$ cat src/rtl/alsu_arbiter.sv
// Round-robin arbiter and op sequencer sharing one ALSU between NUM_REQ requesters,
// with optional grant retention (lock) so shift/rotate chains keep the ALSU to themselves.
module alsu_arbiter #(
  parameter int unsigned NUM_REQ      = 4,
  parameter int unsigned ALSU_LATENCY = 2,
  parameter int unsigned MAX_LOCK     = 8
) (
  input  logic                       i_clk,
  input  logic                       i_rst_n,
  input  logic [NUM_REQ-1:0]         i_req_valid,
  input  logic [NUM_REQ-1:0]         i_req_lock,
  input  logic [NUM_REQ*17-1:0]      i_req_cmd,
  output logic [NUM_REQ-1:0]         o_req_ready,
  output logic                       o_rsp_valid,
  input  logic                       i_rsp_ready,
  output logic [$clog2(NUM_REQ)-1:0] o_rsp_id,
  output logic signed [5:0]          o_rsp_out,
  output logic                       o_rsp_err,
  output logic                       o_alsu_ce,
  output logic [16:0]                o_alsu_cmd,
  input  logic signed [5:0]          i_alsu_out,
  output logic                       o_busy
);

  localparam int unsigned IdW = $clog2(NUM_REQ);
  localparam int unsigned LcW = $clog2(MAX_LOCK + 1);
  localparam int unsigned WcW = (ALSU_LATENCY > 1) ? $clog2(ALSU_LATENCY) : 1;

  typedef enum logic [1:0] {StIdle, StIssue, StWait, StResp} state_e;

  state_e            r_state, w_state_next;
  logic [IdW-1:0]    r_ptr, r_owner, r_id;
  logic              r_lock;
  logic [LcW-1:0]    r_lock_cnt;
  logic [16:0]       r_cmd;
  logic [WcW-1:0]    r_wait_cnt;
  logic signed [5:0] r_out;
  logic              r_out_held;

  logic              w_owner_hold, w_gnt_valid, w_accept, w_err;
  logic [IdW-1:0]    w_gnt, w_ptr_next;
  logic [IdW:0]      w_sum;
  logic [16:0]       w_sel_cmd;
  logic [LcW-1:0]    w_cnt_inc;

  // An owner that drops req_valid loses the lock before arbitration in the same cycle.
  always_comb begin
    w_owner_hold = r_lock && i_req_valid[r_owner];
    w_gnt_valid  = 1'b0;
    w_gnt        = '0;
    w_sum        = '0;
    if (w_owner_hold) begin
      w_gnt_valid = 1'b1;
      w_gnt       = r_owner;
    end else begin
      // Descending scan so the smallest offset from the pointer wins.
      for (int k = NUM_REQ - 1; k >= 0; k--) begin
        w_sum = {1'b0, r_ptr} + (IdW + 1)'(k);
        if (w_sum >= (IdW + 1)'(NUM_REQ)) w_sum = w_sum - (IdW + 1)'(NUM_REQ);
        if (i_req_valid[w_sum[IdW-1:0]]) begin
          w_gnt_valid = 1'b1;
          w_gnt       = w_sum[IdW-1:0];
        end
      end
    end
  end

  always_comb begin
    w_sel_cmd = '0;
    for (int i = 0; i < NUM_REQ; i++) begin
      if (w_gnt == IdW'(i)) w_sel_cmd = i_req_cmd[17*i +: 17];
    end
  end

  assign w_accept   = (r_state == StIdle) && w_gnt_valid && i_rst_n;
  assign w_ptr_next = (w_gnt == IdW'(NUM_REQ - 1)) ? '0 : w_gnt + 1'b1;
  assign w_cnt_inc  = (w_owner_hold ? r_lock_cnt : '0) + LcW'(1);
  assign w_err      = ((r_cmd[5] | r_cmd[4]) & (r_cmd[15] | r_cmd[16])) | (r_cmd[15] & r_cmd[16]);

  always_ff @(posedge i_clk or negedge i_rst_n) begin
    if (!i_rst_n) r_state <= StIdle;
    else          r_state <= w_state_next;
  end

  always_comb begin
    w_state_next = r_state;
    unique case (r_state)
      StIdle:  if (w_accept) w_state_next = StIssue;
      StIssue: w_state_next = (ALSU_LATENCY == 1) ? StResp : StWait;
      StWait:  if (r_wait_cnt == '0) w_state_next = StResp;
      StResp:  if (i_rsp_ready) w_state_next = StIdle;
      default: w_state_next = StIdle;
    endcase
  end

  always_ff @(posedge i_clk or negedge i_rst_n) begin
    if (!i_rst_n) begin
      r_ptr      <= '0;
      r_owner    <= '0;
      r_id       <= '0;
      r_lock     <= 1'b0;
      r_lock_cnt <= '0;
      r_cmd      <= '0;
      r_wait_cnt <= '0;
      r_out      <= '0;
      r_out_held <= 1'b0;
    end else begin
      if (r_state == StIdle) begin
        if (r_lock && !i_req_valid[r_owner]) begin
          r_lock     <= 1'b0;
          r_lock_cnt <= '0;
        end
        if (w_accept) begin
          r_cmd <= {w_sel_cmd[16:1], 1'b0};
          r_id  <= w_gnt;
          r_ptr <= w_ptr_next;
          if (i_req_lock[w_gnt] && (w_cnt_inc != LcW'(MAX_LOCK))) begin
            r_lock     <= 1'b1;
            r_owner    <= w_gnt;
            r_lock_cnt <= w_cnt_inc;
          end else begin
            r_lock     <= 1'b0;
            r_lock_cnt <= '0;
          end
        end
      end
      if (r_state == StIssue) r_wait_cnt <= WcW'(ALSU_LATENCY - 2);
      if ((r_state == StWait) && (r_wait_cnt != '0)) r_wait_cnt <= r_wait_cnt - 1'b1;
      // First RESP cycle passes alsu_out through; later stalled cycles replay the held copy.
      if (r_state == StResp) begin
        if (i_rsp_ready) begin
          r_out_held <= 1'b0;
        end else if (!r_out_held) begin
          r_out      <= i_alsu_out;
          r_out_held <= 1'b1;
        end
      end
    end
  end

  always_comb begin
    o_req_ready = '0;
    if (w_accept) o_req_ready[w_gnt] = 1'b1;
    o_alsu_ce   = (r_state == StIssue) || (r_state == StWait);
    o_alsu_cmd  = o_alsu_ce ? r_cmd : '0;
    o_rsp_valid = (r_state == StResp);
    o_rsp_id    = o_rsp_valid ? r_id : '0;
    o_rsp_out   = o_rsp_valid ? (r_out_held ? r_out : i_alsu_out) : '0;
    o_rsp_err   = o_rsp_valid & w_err;
    o_busy      = (r_state != StIdle);
  end

endmodule

$ cat config.mk
export PLATFORM = sky130hd
export DESIGN_NAME = alsu_arbiter
export DESIGN_NICKNAME = d
export VERILOG_FILES = /design/src/rtl/alsu_arbiter.sv
export SDC_FILE = /design/constraint.sdc
export NUM_CORES = 1
export LEC_CHECK = 0
export ABC_AREA = 1
export CAP_MARGIN = 40
export CORE_ASPECT_RATIO = 0.9
export CORE_MARGIN = 3
export CORE_UTILIZATION = 47
export DETAILED_ROUTE_END_ITERATION = 6
export GPL_TIMING_DRIVEN = 0
export PLACE_DENSITY = 0.94
export SYNTH_ARGS = -nofsm -noshare
export SYNTH_HDL_FRONTEND = slang
export SYNTH_SLANG_ARGS = --single-unit
$ cat constraint.sdc
create_clock -name i_clk -period 4.45 [get_ports i_clk]
set_clock_uncertainty 0.15 [all_clocks]
set_input_delay 0.6675 -clock i_clk [delete_from_list [all_inputs] [get_ports i_clk]]
set_output_delay 0.6675 -clock i_clk [all_outputs]
set_load 0.01 [all_outputs]
==> qor.txt <==
Post-synthesis net count = 509
CP Capture Type = primary output
Ranking of synthesized cells by area = dfrtp_1 33%, nand2_1 17%, o21ai_0 11%
Site Rows = 25
Post-synthesis mux area share = 2.16%
Total Wirelength = 8410 um
Status = finished, final reports clean
Peak VDD IR = 0.605 mV
Detail Route Antenna Nets = 0
I/O Buffers = 112
Antenna cells = 0
Vias after detailed routing = 3165
Req. time, crit path = 3.63 ns
DR WL/cell = 14.0 um
Most frequent cells in the layout = 124 x nand2_1, 111 x clkdlybuf4s50_1, 61 x o21ai_0, 44 x inv_1, 39 x nand3_1
LEAKAGE = 2.05 nW
Vias per cell = 5.27
Initial core utilization = 50.8%
Startpoint Class = input pin
CP arrival = 3.43 ns
Post-synthesis async set-or-reset flop share = 100%
Clock Latency Late Sink = 0.30 ns
Slew margin rel. = 45.4%
XOR/XNOR share of the synthesized area = 0.629%
Minimum clock period = 4.25 ns
Simple-gate share of the synthesized area = 32.5%
Critical Path Sink = o_req_ready[0]
Mapped cell area = 2780 um2
Grt total ovfl = 0
Clock root cell = clkbuf_8
CP max FO = 10
Crit path from = i_req_valid[1]
Setup-failing EPs final = 0
Final worst-path cycle share = 95.4%
Share of cells above drive strength 1 = 8.99%
#FFs+latches synth = 37
Hold Crit Class = input pin to asynchronous set/reset pin
R2r endpoint = r_cmd[1]
Largest net degree at the start of global routing = 39
DRC = 0
Pre-antenna DRT Iters = 5
Max Cap Violations = 0
Final HPWL DP = 6610 um
Initial DRC Count = 253
Clk slew on worst S/H paths = 0.07 ns
Die W = 87.1 um
Core ar. = 5470 um2
Area share of the largest cell type after synthesis = 33.3%
Synthesis warning total = 0
Layout area overhead = 46.9%
P per Cell Area = 831 nW/um2
Max Fclk = 236 MHz
Clock sink total = 37
Die area = 6880 um2
Post-Synth Adder-Cell Area = 4.50%
H-tree levels = 2
Reg2Reg Setup Slack = 1.38 ns
Hold Vio Cnt, Final = 0
Avg Cell Area, Syn = 6.72 um2
Die height = 79.0 um
Worst slew pin tran = 0.818 ns
CTS tree = built
Gr usage total = 24.5%
Synth Instances = 414
Sequential-to-total area share from yosys stat = 33.3%
Vias in the first global route = 3030
Global-route wire length before repair = 13600 um
Post-synthesis compound-gate area fraction = 16.1%
IO Count = 118
CTS buffer count = 5
RSZ-0062 raised after global routing = no
Largest family of logic cells by synthesized area = simple AND/OR/NAND/NOR gates
Pwr Total = 3.40 mW
Commonest non-fill, non-tap cell in the layout = nand2_1
Reg-to-reg startpoint = r_ptr[0]
Worst setup path class = input pin to primary output
Yosys cell types = 30
Ys flop type = dfrtp_1
Dominant cell type by area after synthesis = dfrtp_1
CTS Buffer Depth = 2
Final GP Congestion = 0.939
Initial antenna violation count = 0
Final core utilization = 74.7%
EDFF count, synth = 0
Cell count of the worst reg-to-reg path = 17
Count of pins over their slew limit = 0
Final #Nets = 628
[routing by layer]
metal  global-route usage (%)  vias to the layer above  part of all wire, %
li1                         -                     1563                    -
met1                     32.1                     1447                   42
met2                     41.8                      136                   49
met3                     4.88                       19                  7.3
met4                     5.37                        0                  1.7
met5                        0                        -                    0
[state kept, by name, summed over array words and instances (netlist names)]
signal / cells
r_out: 6
r_id: 2
r_cmd: 16
r_lock: 1
r_ptr: 2
r_lock_cnt: 4
r_out_held: 1
r_state: 2
r_wait_cnt: 1
r_owner: 2
[synth_stat cells, types with 4 or more instances]
cell and count:
nor2_1 19, o21ai_0 61, mux2i_1 6, inv_1 44, ha_1 10, nand2_2 10, nand3_2 4, inv_2 5
nand2_1 124, clkbuf_1 14, nand3_1 39, dfrtp_1 37, a21oi_1 17
[through the flow]
stage / setup WS (ns) / TNS (ns) / instances / hold WS (ns) / area [um2]
floorplan: 1.36 / 0 / 414 / 0.222 / 2780
global placement: -0.115 / -0.441 / 593 / 0.316 / 3990
detailed placement: -0.00638 / -0.00638 / 593 / 0.323 / 3980
CTS: 0.00783 / 0 / 600 / 0.336 / 4060
global route: 0.0213 / 0 / 601 / 0.356 / 4090
finish: 0.205 / 0 / 601 / 0.308 / 4090
[layout make-up]
| cell class | instances | area (um2) |
|---|---|---|
| flip-flops and latches | 37 | 926 |
| plain buffers | 17 | 86.3 |
| clock buffers | 6 | 72.6 |
| inverters | 51 | 200 |
| well taps | 67 | 83.8 |
| fillers | 412 | 1390 |
| multi-input cells | 305 | 1560 |
| clock inverters | 2 | 10.0 |
| repair buffers | 116 | 1150 |
[power by group]
group,total (mW),switching [mW],internal [mW]
Sequential,0.568,0.0868,0.481
Combinational,2.60,1.59,1.01
Clock,0.231,0.123,0.109
[kinds of logic after synthesis]
group | count (synthesis)
buffers and inverters | 72
other | 1
AND/OR/NAND/NOR | 202
multiplexers | 6
XOR/XNOR | 2
AO/OA/AOI/OAI | 84
flip-flops | 37
adder cells (fa/ha/maj) | 10
[how the worst min path moves through the flow]
stage | start | to | slack [ns] | cells after the start
final | i_rst_n | r_cmd[13] | 0.31 | 1
after detailed placement | r_cmd[7] | r_cmd[7] | 0.32 | 2
after CTS | i_rst_n | r_cmd[13] | 0.34 | 1
after global placement | r_cmd[8] | r_cmd[8] | 0.32 | 2
after global routing | r_cmd[13] | r_cmd[13] | 0.36 | 2
after floorplan | i_rst_n | r_cmd[10] | 0.22 | 0
[critical path: stages]
cell	delay [ns]
clkdlybuf4s50_1	0.53
inv_1	0.05
nand2_1	0.11
nand2_1	0.12
nor2_1	0.13
a21oi_1	0.06
o21bai_1	0.14
nand2_1	0.08
nand2_2	0.14
ha_1	0.36
clkbuf_2	0.30
inv_1	0.07
nor2_1	0.12
clkdlybuf4s50_1	0.55
[timing repair]
action / 4_1_cts / 5_1_grt
setup buffers: 0 / 4
hold buffers: 0 / 0
endpoints found under the setup margin: 2 / 3
hold endpoints to repair: 0 / 0
gates cloned: 0 / 0
gates resized for setup: 1 / 4
(Power assumes the default switching activity.)
==> RTL change 1, RTL diff (same settings) <==
`MAX_LOCK`: 8 -> 16.
--- a/src/rtl/alsu_arbiter.sv
+++ b/src/rtl/alsu_arbiter.sv
@@ -3,7 +3,7 @@
 module alsu_arbiter #(
   parameter int unsigned NUM_REQ      = 4,
   parameter int unsigned ALSU_LATENCY = 2,
-  parameter int unsigned MAX_LOCK     = 8
+  parameter int unsigned MAX_LOCK     = 16
 ) (
   input  logic                       i_clk,
   input  logic                       i_rst_n,
Formal check against the unedited RTL: same outputs for any inputs over 4 cycles, from zero or initial values and one cycle with i_rst_n low; that may be too few to reach the edited logic, so the function may still have changed.
==> RTL change 1 against the original RTL <==
Area after synthesis is 1.3% higher; routed wire length is 2.2% lower; highest routed layer unchanged; critical path depth shrank 1; total power is 2.4% lower; first-iteration DRC count fell by 28%; combinational power shrank 4%; sequential cell count up 1; largest cell class unchanged; design area up 0.89%; worst setup slack worse by 52 ps; count of clock-buffer cells in the layout unchanged; sequential share of layout area is 0.41 points higher.
==> RTL change 1: results (changes against the original RTL) <==
The worst slew slack as a fraction of its limit is 0.448 (was 0.454). Status: finished, final reports clean (unchanged). The number of global-route vias before repair came out at 2,918 (was 3,030).

The met3 wirelength from detailed routing came out at 609 um (was 617 um). The static power due to leakage came out at 2.02 nW (was 2.05 nW). The proportion of total power due to net switching is 0.524 (was 0.529). The clock network power came out at 238 uW (was 231 uW). The global-route track usage on met3 came out at 0.0506 (was 0.0488). The distinct cell type count of the synthesized netlist is 33 (was 30).

The worst ir drop on vdd came out at 0.656 mV (was 0.605 mV). The largest stage delay on the critical path came out at 580 ps (was 550 ps). The detailed-route via count came to 3,155 (was 3,165). The setup slack of the most critical reg-to-reg path is 1150 ps (was 1380 ps).

Main area contributors after synthesis: sky130_fd_sc_hd__dfrtp_1 34%, sky130_fd_sc_hd__nand2_1 16%, sky130_fd_sc_hd__o21ai_0 11% (was sky130_fd_sc_hd__dfrtp_1 33%, sky130_fd_sc_hd__nand2_1 17%, sky130_fd_sc_hd__o21ai_0 11%). Largest regs: r_cmd: 16 flops, r_out: 6 flops, r_lock_cnt: 5 flops (was r_cmd: 16 flops, r_out: 6 flops, r_lock_cnt: 4 flops). The time the final worst path needs with I/O delays and setup is 4300 ps (was 4250 ps). The reg-to-reg critical path endpoint was r_cmd[15] (was r_cmd[1]). The total power was 3.31 mW (was 3.40 mW). The final RePlAce weighted congestion is 0.907 (was 0.939). The area after detailed placement came to 4020 sq um (was 3980 sq um).

The number of gates resized after cts came to 3 (was 1). The worst setup path endpoint is o_req_ready[2] (was o_req_ready[0]). The length of routed met2 wiring came out at 4120 um (about the same). The total instance count after detailed placement came out at 595 (was 593).

The start point of the critical path was i_req_valid[0] (was i_req_valid[1]). The maximum number of pins on one net before global-route repair is 40 (was 39). The pre-CTS setup slack came out at -166 ps (was -6.38 ps).

The logic gate share of total power came out at 0.754 (was 0.765). The net total in the final layout was 624 (was 628). The post-synthesis sequential area ratio came out at 0.337 (was 0.333).

The number of nets in the synthesized netlist came out at 507 (was 509).
## RTL change 1: cell types whose count changed in the layout (fill, tap and decap cells not counted), sizes merged, moves of 2 or more
cell and delta:
nand2 -15, o21ai +5, or2 +2, xnor2 +2
## RTL change 1: layout make-up
type / count / area (sq um) / share of cell area
Clock inverter: 2 / 13.8 / 0.00334
Clock buffer: 6 / 72.6 / 0.0176
Tap cell: 70 / 87.6 / 0.0212
Timing Repair Buffer: 115 / 1140 / 0.276
Buffer: 17 / 110 / 0.0267
Sequential cell: 38 / 951 / 0.231
Inverter: 52 / 201 / 0.0488
Multi-Input combinational cell: 301 / 1550 / 0.376
## RTL change 1: cell families after synthesis
group / synth area share
AND/OR/NAND/NOR: 0.310
XOR/XNOR: 0.0124
buffers and inverters: 0.115
AO/OA/AOI/OAI: 0.163
adder cells (fa/ha/maj): 0.0400
flip-flops: 0.337
other: 0.00133
multiplexers: 0.0213
==> RTL change 2, RTL diff (config.mk and constraints unchanged) <==
Without the edit above. The 4 states of `state_e` get a one-hot encoding in 4 bits.
--- a/src/rtl/alsu_arbiter.sv
+++ b/src/rtl/alsu_arbiter.sv
@@ -26,7 +26,7 @@
   localparam int unsigned LcW = $clog2(MAX_LOCK + 1);
   localparam int unsigned WcW = (ALSU_LATENCY > 1) ? $clog2(ALSU_LATENCY) : 1;
 
-  typedef enum logic [1:0] {StIdle, StIssue, StWait, StResp} state_e;
+  typedef enum logic [3:0] {StIdle = 4'b0001, StIssue = 4'b0010, StWait = 4'b0100, StResp = 4'b1000} state_e;
 
   state_e            r_state, w_state_next;
   logic [IdW-1:0]    r_ptr, r_owner, r_id;
Formal check against the unedited RTL: no difference found for any inputs over 10 cycles, from zero or initial values and one cycle with i_rst_n low; not proved beyond that.
==> RTL change 2 against the original RTL <==
First-iteration DRC count down 36%; count of clock-buffer cells in the layout unchanged; via count fell by 2.2%; area after synthesis down 0.18%; sequential cell count increased by 2; total power is 7.7% lower; worst setup slack better by 56 ps; routed wire length shrank 0.92%; design area up 0.70%; critical path type unchanged; critical endpoint is now o_req_ready[3]; largest power group unchanged.
==> RTL change 2: results (changes against the original RTL) <==
Status: finished, final reports clean (unchanged). The maximum net fanout on the critical path was 17 (was 10). The number of gates resized after cts came out at 3 (was 1).

The data arrival time of the critical path is 3370 ps (was 3430 ps). The met2 usage was 0.436 (was 0.418). The start point of the critical path is i_req_valid[3] (was i_req_valid[1]). The proportion of total power due to net switching came to 0.516 (was 0.529). The number of DRC markers in iteration 0 came out at 163 (was 253). The final RePlAce weighted congestion was 0.849 (was 0.939). The number of global-route vias before repair came out at 3,208 (was 3,030). The net total in the final layout is 605 (was 628).

The power attributed to sequential cells is 597 uW (was 568 uW). The post-synthesis sequential area ratio came to 0.352 (was 0.333). The wire length of the first global-routing pass was 14,000 um (was 13,600 um). The detailed-route via count came out at 3,095 (was 3,165). The static power due to leakage came out at 1.87 nW (was 2.05 nW). The number of filler cells placed in the layout is 414 (was 412). The worst ir drop on vdd came to 0.725 mV (was 0.605 mV). The final-layout worst hold slack came out at 18.7 ps (was 308 ps). The logic depth of the worst register-to-register path is 14 (was 17). The area after detailed placement came out at 4000 sq um (was 3980 sq um). The distinct cell type count of the synthesized netlist came out at 37 (was 30). The fraction of layout instances using a drive strength above 1 is 0.0835 (was 0.0899).

The setup slack of the most critical reg-to-reg path is 1450 ps (was 1380 ps). The reg-to-reg critical path endpoint is r_cmd[2] (was r_cmd[1]). Largest regs: r_cmd: 16 flops, r_out: 6 flops (was r_cmd: 16 flops, r_out: 6 flops, r_lock_cnt: 4 flops). The detail-routed net length per standard cell came out at 14.3 um (was 14.0 um).

The combinational cell power came out at 2.23 mW (was 2.60 mW). The global-route track usage on met3 is 0.0498 (was 0.0488). The met1 capacity usage during global routing came out at 0.313 (was 0.321). The part of the total power dissipated in sequential elements is 0.190 (was 0.167).

The worst slew slack as a fraction of its limit was 0.666 (was 0.454). The number of nets in the synthesized netlist is 491 (was 509). The post-CTS setup repair buffer count came out at 0 (unchanged). The worst setup path endpoint is o_req_ready[3] (was o_req_ready[0]). Main area contributors after synthesis: sky130_fd_sc_hd__dfrtp_1 34%, sky130_fd_sc_hd__nand2_1 9.6%, sky130_fd_sc_hd__a21oi_1 9.4% (was sky130_fd_sc_hd__dfrtp_1 33%, sky130_fd_sc_hd__nand2_1 17%, sky130_fd_sc_hd__o21ai_0 11%).
==> RTL change 2: cell types whose count changed after synthesis, moves of 6 or more <==
cell	change
sky130_fd_sc_hd__nor2_1	+20
sky130_fd_sc_hd__nand2_1	-53
sky130_fd_sc_hd__o21ai_1	+9
sky130_fd_sc_hd__nand2_2	-7
sky130_fd_sc_hd__o21ai_0	-25
sky130_fd_sc_hd__inv_1	+6
sky130_fd_sc_hd__a21oi_1	+35
==> RTL change 2: layout make-up <==
type                       count  area [sq um]  share of cell area
tap                           67          83.8              0.0204
clock inverter                 2          35.0             0.00851
timing repair buffer         113          1140               0.276
buffer                        15          73.8              0.0179
inverter                      53           204              0.0495
multi-input combinational    287          1520               0.370
clock buffer                   6          82.6              0.0201
sequential                    39           977               0.237
==> RTL change 2: cell families (layout without fill, tap and decap cells) <==
family / count (synthesis) / after routing / synth area share
simple gates: 165 / 165 / 0.273
compound gates: 106 / 106 / 0.207
buf+inv: 74 / 189 / 0.107
flops: 39 / 39 / 0.352
fa+ha+maj: 6 / 6 / 0.0270
mux: 6 / 6 / 0.0216
xor+xnor: 3 / 3 / 0.0122
other cells: 1 / 1 / 0.00135
==> RTL change 2: routing by layer <==
layer	routed length, um	vias up	share of wire
met5	0	-	0
met3	604	12	0.073
met2	4200	124	0.50
li1	-	1534	-
met4	176	0	0.021
met1	3350	1425	0.40
==> RTL change 2: through the flow <==
stage | cells | setup TNS, ps | setup WS, ps | util
4_1_cts | 585 | 0 | 69.1 | 0.751
5_1_grt | 582 | 0 | 16.4 | 0.752
3_3_place_gp | 579 | -215 | -104 | 0.728
6_report | 582 | 0 | 261 | 0.752
2_1_floorplan | 400 | 0 | 1210 | -
3_5_place_dp | 580 | -319 | -230 | 0.730
